## src/rtl/btn_pkg.sv

```systemverilog
// Purpose: shared types and constant helpers for the set-button conditioner.
// Latency: n/a (types and elaboration-time functions only).
// Backpressure: n/a.
package btn_pkg;

  typedef enum logic [2:0] {
    IDLE       = 3'd0,
    DB_PRESS   = 3'd1,
    PRESSED    = 3'd2,
    REPEAT     = 3'd3,
    DB_RELEASE = 3'd4
  } btn_state_t;

  // Milliseconds to clock cycles. Divide first so large clocks stay within int.
  function automatic int ms_to_cyc(int clk_hz, int ms);
    return clk_hz / 1000 * ms;
  endfunction

  function automatic int max3(int a, int b, int c);
    int m;
    m = (a > b) ? a : b;
    return (m > c) ? m : c;
  endfunction

endpackage

```

## src/rtl/sync_2ff.sv

```systemverilog
// Purpose: two-flop synchronizer for a single asynchronous input bit.
// Latency: 2 clk cycles from d to q.
// Backpressure: none.
// Ports: clk (clock), rst (sync active-high, clears both flops), d (async in), q (synchronized out).
module sync_2ff (
  input  logic clk,
  input  logic rst,
  input  logic d,
  output logic q
);

  logic meta;

  always_ff @(posedge clk) begin
    if (rst) begin
      meta <= 1'b0;
      q    <= 1'b0;
    end else begin
      meta <= d;
      q    <= meta;
    end
  end

endmodule

```

## src/rtl/btn_set_cond.sv

```systemverilog
// Purpose: debounce a set pushbutton, emit a press pulse plus auto-repeat while held.
// Latency: press/level rise 2+DB_CYC edges after btn_in is first sampled high; release symmetric.
// Backpressure: none; press is a single-cycle fire-and-forget pulse.
// Ports: clk, rst (sync active-high), btn_in (raw async button),
//        press (accept/repeat pulse), level (debounced state), held (auto-repeat active).
module btn_set_cond
  import btn_pkg::*;
#(
  parameter int CLK_HZ      = 100_000_000,
  parameter int DEBOUNCE_MS = 20,
  parameter int HOLD_MS     = 1000,
  parameter int REPEAT_MS   = 250
) (
  input  logic clk,
  input  logic rst,
  input  logic btn_in,
  output logic press,
  output logic level,
  output logic held
);

  localparam int DB_CYC   = ms_to_cyc(CLK_HZ, DEBOUNCE_MS);
  localparam int HOLD_CYC = ms_to_cyc(CLK_HZ, HOLD_MS);
  localparam int REP_CYC  = ms_to_cyc(CLK_HZ, REPEAT_MS);
  localparam int CNT_W    = $clog2(max3(DB_CYC, HOLD_CYC, REP_CYC)) + 1;

  localparam logic [CNT_W-1:0] DB_LAST   = CNT_W'(DB_CYC - 1);
  localparam logic [CNT_W-1:0] HOLD_LAST = CNT_W'(HOLD_CYC - 1);
  localparam logic [CNT_W-1:0] REP_LAST  = CNT_W'(REP_CYC - 1);

  if (DB_CYC < 1 || HOLD_CYC < 1 || REP_CYC < 1) begin : g_bad_params
    $error("btn_set_cond: every derived cycle count must be at least 1");
  end

  logic btn_s;

  sync_2ff u_sync (
    .clk (clk),
    .rst (rst),
    .d   (btn_in),
    .q   (btn_s)
  );

  btn_state_t       state;
  logic [CNT_W-1:0] count;

  // One counter serves every timed state; any state change (or repeat pulse)
  // restarts it. In IDLE it free-runs and is ignored.
  always_ff @(posedge clk) begin
    if (rst) begin
      state <= IDLE;
      count <= '0;
      press <= 1'b0;
      level <= 1'b0;
      held  <= 1'b0;
    end else begin
      press <= 1'b0;
      count <= count + 1'b1;
      case (state)
        IDLE: begin
          if (btn_s) begin
            state <= DB_PRESS;
            count <= '0;
          end
        end
        DB_PRESS: begin
          if (!btn_s) begin
            state <= IDLE;
            count <= '0;
          end else if (count == DB_LAST) begin
            state <= PRESSED;
            count <= '0;
            press <= 1'b1;
            level <= 1'b1;
          end
        end
        PRESSED: begin
          if (!btn_s) begin
            state <= DB_RELEASE;
            count <= '0;
          end else if (count == HOLD_LAST) begin
            state <= REPEAT;
            count <= '0;
            press <= 1'b1;
            held  <= 1'b1;
          end
        end
        REPEAT: begin
          if (!btn_s) begin
            state <= DB_RELEASE;
            count <= '0;
          end else if (count == REP_LAST) begin
            count <= '0;
            press <= 1'b1;
          end
        end
        DB_RELEASE: begin
          // A bounce back high resumes whichever phase we came from, with a
          // fresh timer and no pulse; held remembers which one that was.
          if (btn_s) begin
            state <= held ? REPEAT : PRESSED;
            count <= '0;
          end else if (count == DB_LAST) begin
            state <= IDLE;
            count <= '0;
            level <= 1'b0;
            held  <= 1'b0;
          end
        end
        default: begin
          state <= IDLE;
          count <= '0;
        end
      endcase
    end
  end

endmodule

```

## config.mk

```make
export PLATFORM = sky130hd
export DESIGN_NAME = btn_set_cond
export DESIGN_NICKNAME = d
export VERILOG_FILES = /design/src/rtl/btn_pkg.sv /design/src/rtl/sync_2ff.sv /design/src/rtl/btn_set_cond.sv
export SDC_FILE = /design/constraint.sdc
export NUM_CORES = 1
export LEC_CHECK = 0
export ABC_AREA = 1
export BUFFER_PORTS_ARGS = -buffer_cell sky130_fd_sc_hd__buf_2
export CAP_MARGIN = 40
export CORE_MARGIN = 4
export CORE_UTILIZATION = 47
export CTS_CLUSTER_DIAMETER = 60
export DETAILED_ROUTE_END_ITERATION = 8
export PLACE_DENSITY = 0.62
export SLEW_MARGIN = 15
export SYNTH_ARGS = -nofsm -noshare
export SYNTH_HDL_FRONTEND = slang
export SYNTH_SLANG_ARGS = --single-unit
export TNS_END_PERCENT = 10
```

## constraint.sdc

```tcl
create_clock -name clk -period 1.7 [get_ports clk]
set_clock_uncertainty 0.1 [all_clocks]
set_input_delay 0.085 -clock clk [delete_from_list [all_inputs] [get_ports clk]]
set_output_delay 0.085 -clock clk [all_outputs]
set_load 0.05 [all_outputs]
```

==> key figures, run 1 <==
Run status
  • Run status: finished, violations left
  • Violated checks: negative setup slack

Setup path
  • Startpoint types: flip-flop
  • CP top delay family: simple AND/OR/NAND/NOR gates
  • Crit path max fanout: 9
  • Critical Path, Cell by Cell: ha_4, nand2_4, nor2_4, nand2_2, nor2_4, nand2_2, nand3_2, nand2_2, nor2_4, nand3_2, nand2_4, buf_8, nor2_1
  • Worst Path Buf+Inv: 1
  • WS Path Type: reg2reg
  • Max stage delay on crit path: 0.36 ns
  • Slowest-stage cell, CP: dfxtp_2
  • Worst path required time: 1.79 ns
  • Crit end category: flip-flop
  • CP arrival: 2.02 ns

Timing
  • Fmax: slightly above 0.5 GHz
  • Period utilization: 113%
  • Hold Worst Slack: roughly 0.31 ns
  • Final hold vios: 0
  • Fin. max-slew vios: 0
  • Final setup vio count: 31
  • Worst slew margin: 66.8%
  • TNS Setup: -5.49 ns
  • RSZ-0062 raised after global routing: true
  • Period minus WS final: 1.93 ns
  • Final setup margin: -0.228 ns
  • Measured slew at the worst slew-check pin: 0.494 ns

Min path
  • Worst Hold Class: reg2reg

Placed design
  • Dpl ws: -0.247 ns
  • Port bufs: 5
  • Post-DP HPWL: 4.15 mm
  • Placed cell areas: 2740 µm²
  • Gpl congestion: 0.851

Clocking
  • Root Driver: clkbuf_8
  • Later-pin clock latency in the skew report: 0.29 ns
  • TritonCTS clock tree: done
  • Maximum clock insertion buffer count: 2
  • Reg clk slew, reported paths: around 0.080 ns
  • H-tree levels: 2
  • Clk sink count: 36
  • TritonCTS Buffers: 5

Cells and area
  • Final instance area: between 3000 and 4000 µm²
  • Share of cells above drive strength 1: approximately a third
  • Most frequent cells in the layout: buf_4 (74), nand2_1 (60), nor2_1 (47)
  • Fillers: 343
  • Register area: between 700 and 800 µm²
  • Commonest non-fill, non-tap cell in the layout: buf_4
  • Final nets: 413
  • Final core utilization: about three quarters
  • Multi-input gate area: 1260 µm²
  • Area Growth Syn to Fin: 46.1%
  • Antenna cells: 0

Power and ir drop
  • Pleak: 1.33 nW
  • Pwr per Cell Area: 904 nW/µm²
  • VDD IR-drop max: roughly 570 µV

Global route
  • Initial antenna violation count: 0
  • First-pass GRT wire length: 9.14 mm
  • Overflow after GRT: 0
  • Vias in the first global route: 2,075
  • Largest net degree at the start of global routing: 12
  • GRT Util Overall: 21.7%

Die
  • Die area: about 5600 µm²
  • Die width: 74.6 µm
  • Total I/O pin count: 6
  • Starting Density: approximately 50%
  • Chip Height: around 75 µm
  • Core area: between 4000 and 5000 µm²
  • Row Count: 23

Synthesis
  • Ys async rst share: 0%
  • Synth cell types: 28
  • Yosys reg bits: 36
  • Mapped cell area: 2080 µm²
  • EDFF count, synth: 0
  • Syn avg cell area: 6.64 µm²
  • Ys Warns: 0
  • Post-Synthesis Cells: 314
  • Post-synth top flop: dfxtp_1
  • Sequential share of the synthesized area: 34.6%
  • Post-Syn Nets: around 320

Route
  • DRC viols: 0
  • Vias: roughly 2,300
  • Post-route ant nets: 0
  • Routed len/inst: ~12 µm
  • Drt pass-1 iters: 4
  • Avg Vias per Cell: around 4.9
  • 1st-iter DRT viols: between 100 and 150
  • Overall routed net length: approximately 5.5 mm

Job
  • Max-cap violations: 0
==> flip-flops by register name, summed over array words and instances (netlist names) <==
register / cells
count: 28
held: 1
level: 1
press: 1
state: 3
u_sync.meta: 1
u_sync.q: 1
==> cells by family after synthesis <==
family	Yosys count	synth area share, %
buffers and inverters	50	10.6
adder cells (fa/ha/maj)	1	0.600
AND/OR/NAND/NOR	187	40.9
AO/OA/AOI/OAI	25	6.96
flip-flops	36	34.6
XOR/XNOR	15	6.30
==> path summary, 6_finish.rpt <==
path,startpoint,end,slack [ns],cells after the start
worst max register to register,count[1],count[0],-0.23,13
worst min register to register,u_sync.meta,u_sync.q,0.31,2
worst max-delay path,count[1],count[0],-0.23,13
worst min-delay path,u_sync.meta,u_sync.q,0.31,2
==> worst min-delay path, delay by kind of cell (launching register included) <==
family,cells,cell delay [ns]
flops,1,0.30
buf+inv,1,0.04
simple gates,1,0.03
==> routing by layer <==
metal	track usage (%)	routed length [µm]
met1	29.4	2720
met3	4.46	237
met5	0	0
met2	34.6	2510
met4	7.11	74
==> area by class of cell <==
type	instances	share of cell area (%)
sequential	36	23.7
timing repair buffer	91	23.8
tap	50	2.05
clock buffer	7	2.83
clock inverter	1	0.247
multi-input combinational	228	41.5
inverter	47	5.79
==> per-stage QoR <==
stage	power, W	std cells
2_1_floorplan	0.00154	314
3_3_place_gp	0.00189	440
3_5_place_dp	0.00190	440
4_1_cts	0.00274	460
5_1_grt	0.00293	460
6_report	0.00275	460
==> where the power goes <==
part	switching [W]	internal, W
Combinational	0.000608	0.000538
Sequential	0.0000474	0.000906
Clock	0.000324	0.000330
Total	0.000980	0.00177
==> what timing repair did <==
item	in CTS	in global routing
setup endpoints to repair	29	33
resized for setup	10	25
endpoints found under the hold margin	3	0
hold buffers	3	0
setup buffers	9	3
pin swaps	11	8
cloned	1	0
==> synthesized netlist by cell type (3+ instances only) <==
cell type  count  area share, %
xor2_1        14            5.9
nand3_1       24            5.8
nand2_2        5            1.5
a21oi_1        5            1.2
nor2_2        14            4.2
inv_2          3           0.54
dfxtp_1       36             35
o21ai_0       12            2.9
inv_1         44            7.9
nand4_1       11            3.3
nor3_1         7            1.7
nor4_1         3           0.90
nor2_1        54            9.7
a31oi_1        3           0.90
nand2_1       64             12
Note: power is estimated with default switching activity, not from simulation.
==> run 2: changes to the inputs <==
GPL_TIMING_DRIVEN = 0   (was default)
SETUP_SLACK_MARGIN = 0.1   (was default)
==> run 2 against run 1 <==
Against the previous run: the flow still finishes with violations (negative setup slack); worst hold slack lost 0.0042 ns; sequential share of layout area is 3.9 points higher; final cell count decreased by 13%; core utilization is 9.9 points lower; clock-buffer cell count fell by 2; non-clock buffer count decreased by 61; die area unchanged; setup slack got worse by 0.0069 ns; flip-flop and latch count is the same; clock power is 17% higher; critical path type unchanged.
==> key figures, run 2 (synthesis results as in run 1) <==
Die
  • Starting Density: 50.3%
  • Die area: 5560 µm²
  • Core area: 4140 µm²
  • Row Count: 23
  • Die width: around 75 µm
  • Total I/O pin count: 6
  • Chip Height: about 75 µm

Timing
  • Final setup vio count: 32
  • RSZ-0062 raised after global routing: true
  • Final setup margin: -0.235 ns
  • Period minus WS final: 1.94 ns
  • Final hold vios: 0
  • Worst slew margin: 58.5%
  • Fmax: 0.517 GHz
  • Period utilization: 114%
  • Measured slew at the worst slew-check pin: 0.623 ns
  • Fin. max-slew vios: 0

Setup path
  • Crit path max fanout: 5
  • CP arrival: 2.02 ns
  • Crit end category: flip-flop
  • WS Path Type: reg2reg
  • Worst path required time: 1.79 ns
  • Startpoint types: flip-flop

Placed design
  • Post-DP HPWL: roughly 3.5 mm
  • Placed cell areas: 2210 µm²
  • Placed insts: 369
  • Gpl congestion: 0.876
  • Port bufs: 5

Power and ir drop
  • P_int: 0.00174 W
  • Clock share of power: 28.1%
  • Pwr per Cell Area: 1030 nW/µm²
  • Net switching power: about 0.00098 W
  • Pleak: about 1.1 nW
  • Switching fraction of total power: 35.9%
  • VDD IR-drop max: slightly below 800 µV
  • Logic pwr share: between 30% and 40%
  • Power share of the sequential group: 35.4%

Global route
  • Met2 Use GR: between 20% and 30%
  • Largest net degree at the start of global routing: 13
  • Vias in the first global route: 1,773
  • Overflow after GRT: 0
  • GRT Max-Usage Layer: met1
  • GR Layer Usage met3: 3.65%
  • Met1 usage: 28.8%
  • Initial antenna violation count: 0
  • GRT Util Overall: 19.5%
  • First-pass GRT wire length: 8.25 mm

Clocking
  • Root Driver: clkbuf_8
  • Reg clk slew, reported paths: about 0.070 ns
  • Later-pin clock latency in the skew report: 0.30 ns
  • H-tree levels: 2
  • TritonCTS Buffers: 5
  • Clk sink count: 36
  • Maximum clock insertion buffer count: 2
  • TritonCTS clock tree: done

Route
  • 1st-iter DRT viols: 203
  • Post-route ant nets: 0
  • Avg Vias per Cell: between 5 and 6
  • Routed len/inst: 13.6 µm
  • Vias: 2,097
  • Drt pass-1 iters: 5
  • DRC viols: 0
  • Overall routed net length: roughly 5.4 mm

Cells and area
  • Commonest non-fill, non-tap cell in the layout: nand2_1
  • Largest Register: count
  • Antenna cells: 0
  • Top flop regs: count x28, state x3
  • Most frequent cells in the layout: nand2_1 (59), nor2_1 (49), inv_1 (43)
  • Number of flip-flops in the largest register: 28
  • Finished Layout Cells: 399
  • Fillers: 400
  • Share of cells above drive strength 1: between 20% and 30%
  • Multi-input gate area: 1290 µm²
  • Register area: 728 µm²
  • Area Growth Syn to Fin: 26.4%
  • Final instance area: 2640 µm²
  • Final nets: 352

Job
  • Max-cap violations: 0

Min path
  • Worst Hold Class: reg2reg

Run status
  • Run status: finished, violations left
  • Violated checks: negative setup slack
==> run 2: cell count changes in the layout (fill, tap and decap cells not counted), moves of 4 or more <==
cell     before  now
buf_4        74   17
buf_6         7    2
nand3_2       8    3
dfxtp_1      34   30
dfxtp_2       2    6
==> run 2: worst max-delay path, cell delays in order, from the launching register on <==
cell and delay, ns:
dfxtp_2 0.36, ha_4 0.15, nand2_4 0.06, nor2_4 0.12, nand2_2 0.09, nor2_2 0.11, nand2_1 0.09, nand3_2 0.12
nand2_2 0.07, nor2_4 0.14, nand3_4 0.11, nand2_8 0.11, clkbuf_16 0.16, nor2_2 0.03
==> run 2: routing by layer <==
metal	wire, µm	up-vias	part of all wire [%]
li1	-	1073	-
met1	2770	945	51
met2	2290	65	42
met3	231	14	4.3
met4	127	0	2.3
met5	0	-	0
==> run 2: what timing repair did <==
action	4_1_cts	5_1_grt
endpoints found under the hold margin	3	0
hold buffers	3	0
setup buffers	9	8
pin swaps	4	9
gates resized for setup	16	18
cloned	1	1
endpoints found under the setup margin	33	33
==> run 2: final cells by class <==
cell class              count  share of cell area (%)
flip-flops and latches     36                    27.6
multi-input cells         228                    49.1
plain buffers               3                    1.71
clock inverters             3                    1.61
repair buffers             27                    8.31
clock buffers               5                    2.61
well taps                  50                    2.37
inverters                  47                    6.70
==> run 2: per-stage QoR <==
| step | setup TNS, ns | setup slack [ns] | hold slack (ns) | utilization, % | power, W |
|---|---|---|---|---|---|
| 2_1_floorplan | -0.757 | -0.0462 | 0.0562 | - | 0.00154 |
| 3_5_place_dp | -8.60 | -0.342 | 0.196 | 53.3 | 0.00168 |
| 6_report | -6.13 | -0.235 | 0.304 | 63.6 | 0.00272 |
| 5_1_grt | -9.37 | -0.329 | 0.336 | 63.6 | 0.00288 |
| 3_3_place_gp | -7.57 | -0.325 | 0.191 | 53.3 | 0.00168 |
| 4_1_cts | -5.56 | -0.233 | 0.307 | 59.9 | 0.00259 |
==> run 2: final timing paths <==
path / startpoint / endpoint / slack (ns) / cells past startpoint
worst max-delay path: count[1] / count[12] / -0.24 / 13
worst min-delay path: u_sync.meta / u_sync.q / 0.30 / 2
worst max register to register: count[1] / count[12] / -0.24 / 13
worst min register to register: u_sync.meta / u_sync.q / 0.30 / 2
==> run 2: power groups by stage <==
stage / clock [W] / combinational, W / sequential, W
after detailed placement: 0 / 0.000700 / 0.000982
final: 0.000766 / 0.000992 / 0.000965
after global placement: 0 / 0.000696 / 0.000981
after floorplan: 0 / 0.000545 / 0.000991
after global routing: 0.000822 / 0.00108 / 0.000973
after CTS: 0.000787 / 0.000846 / 0.000960
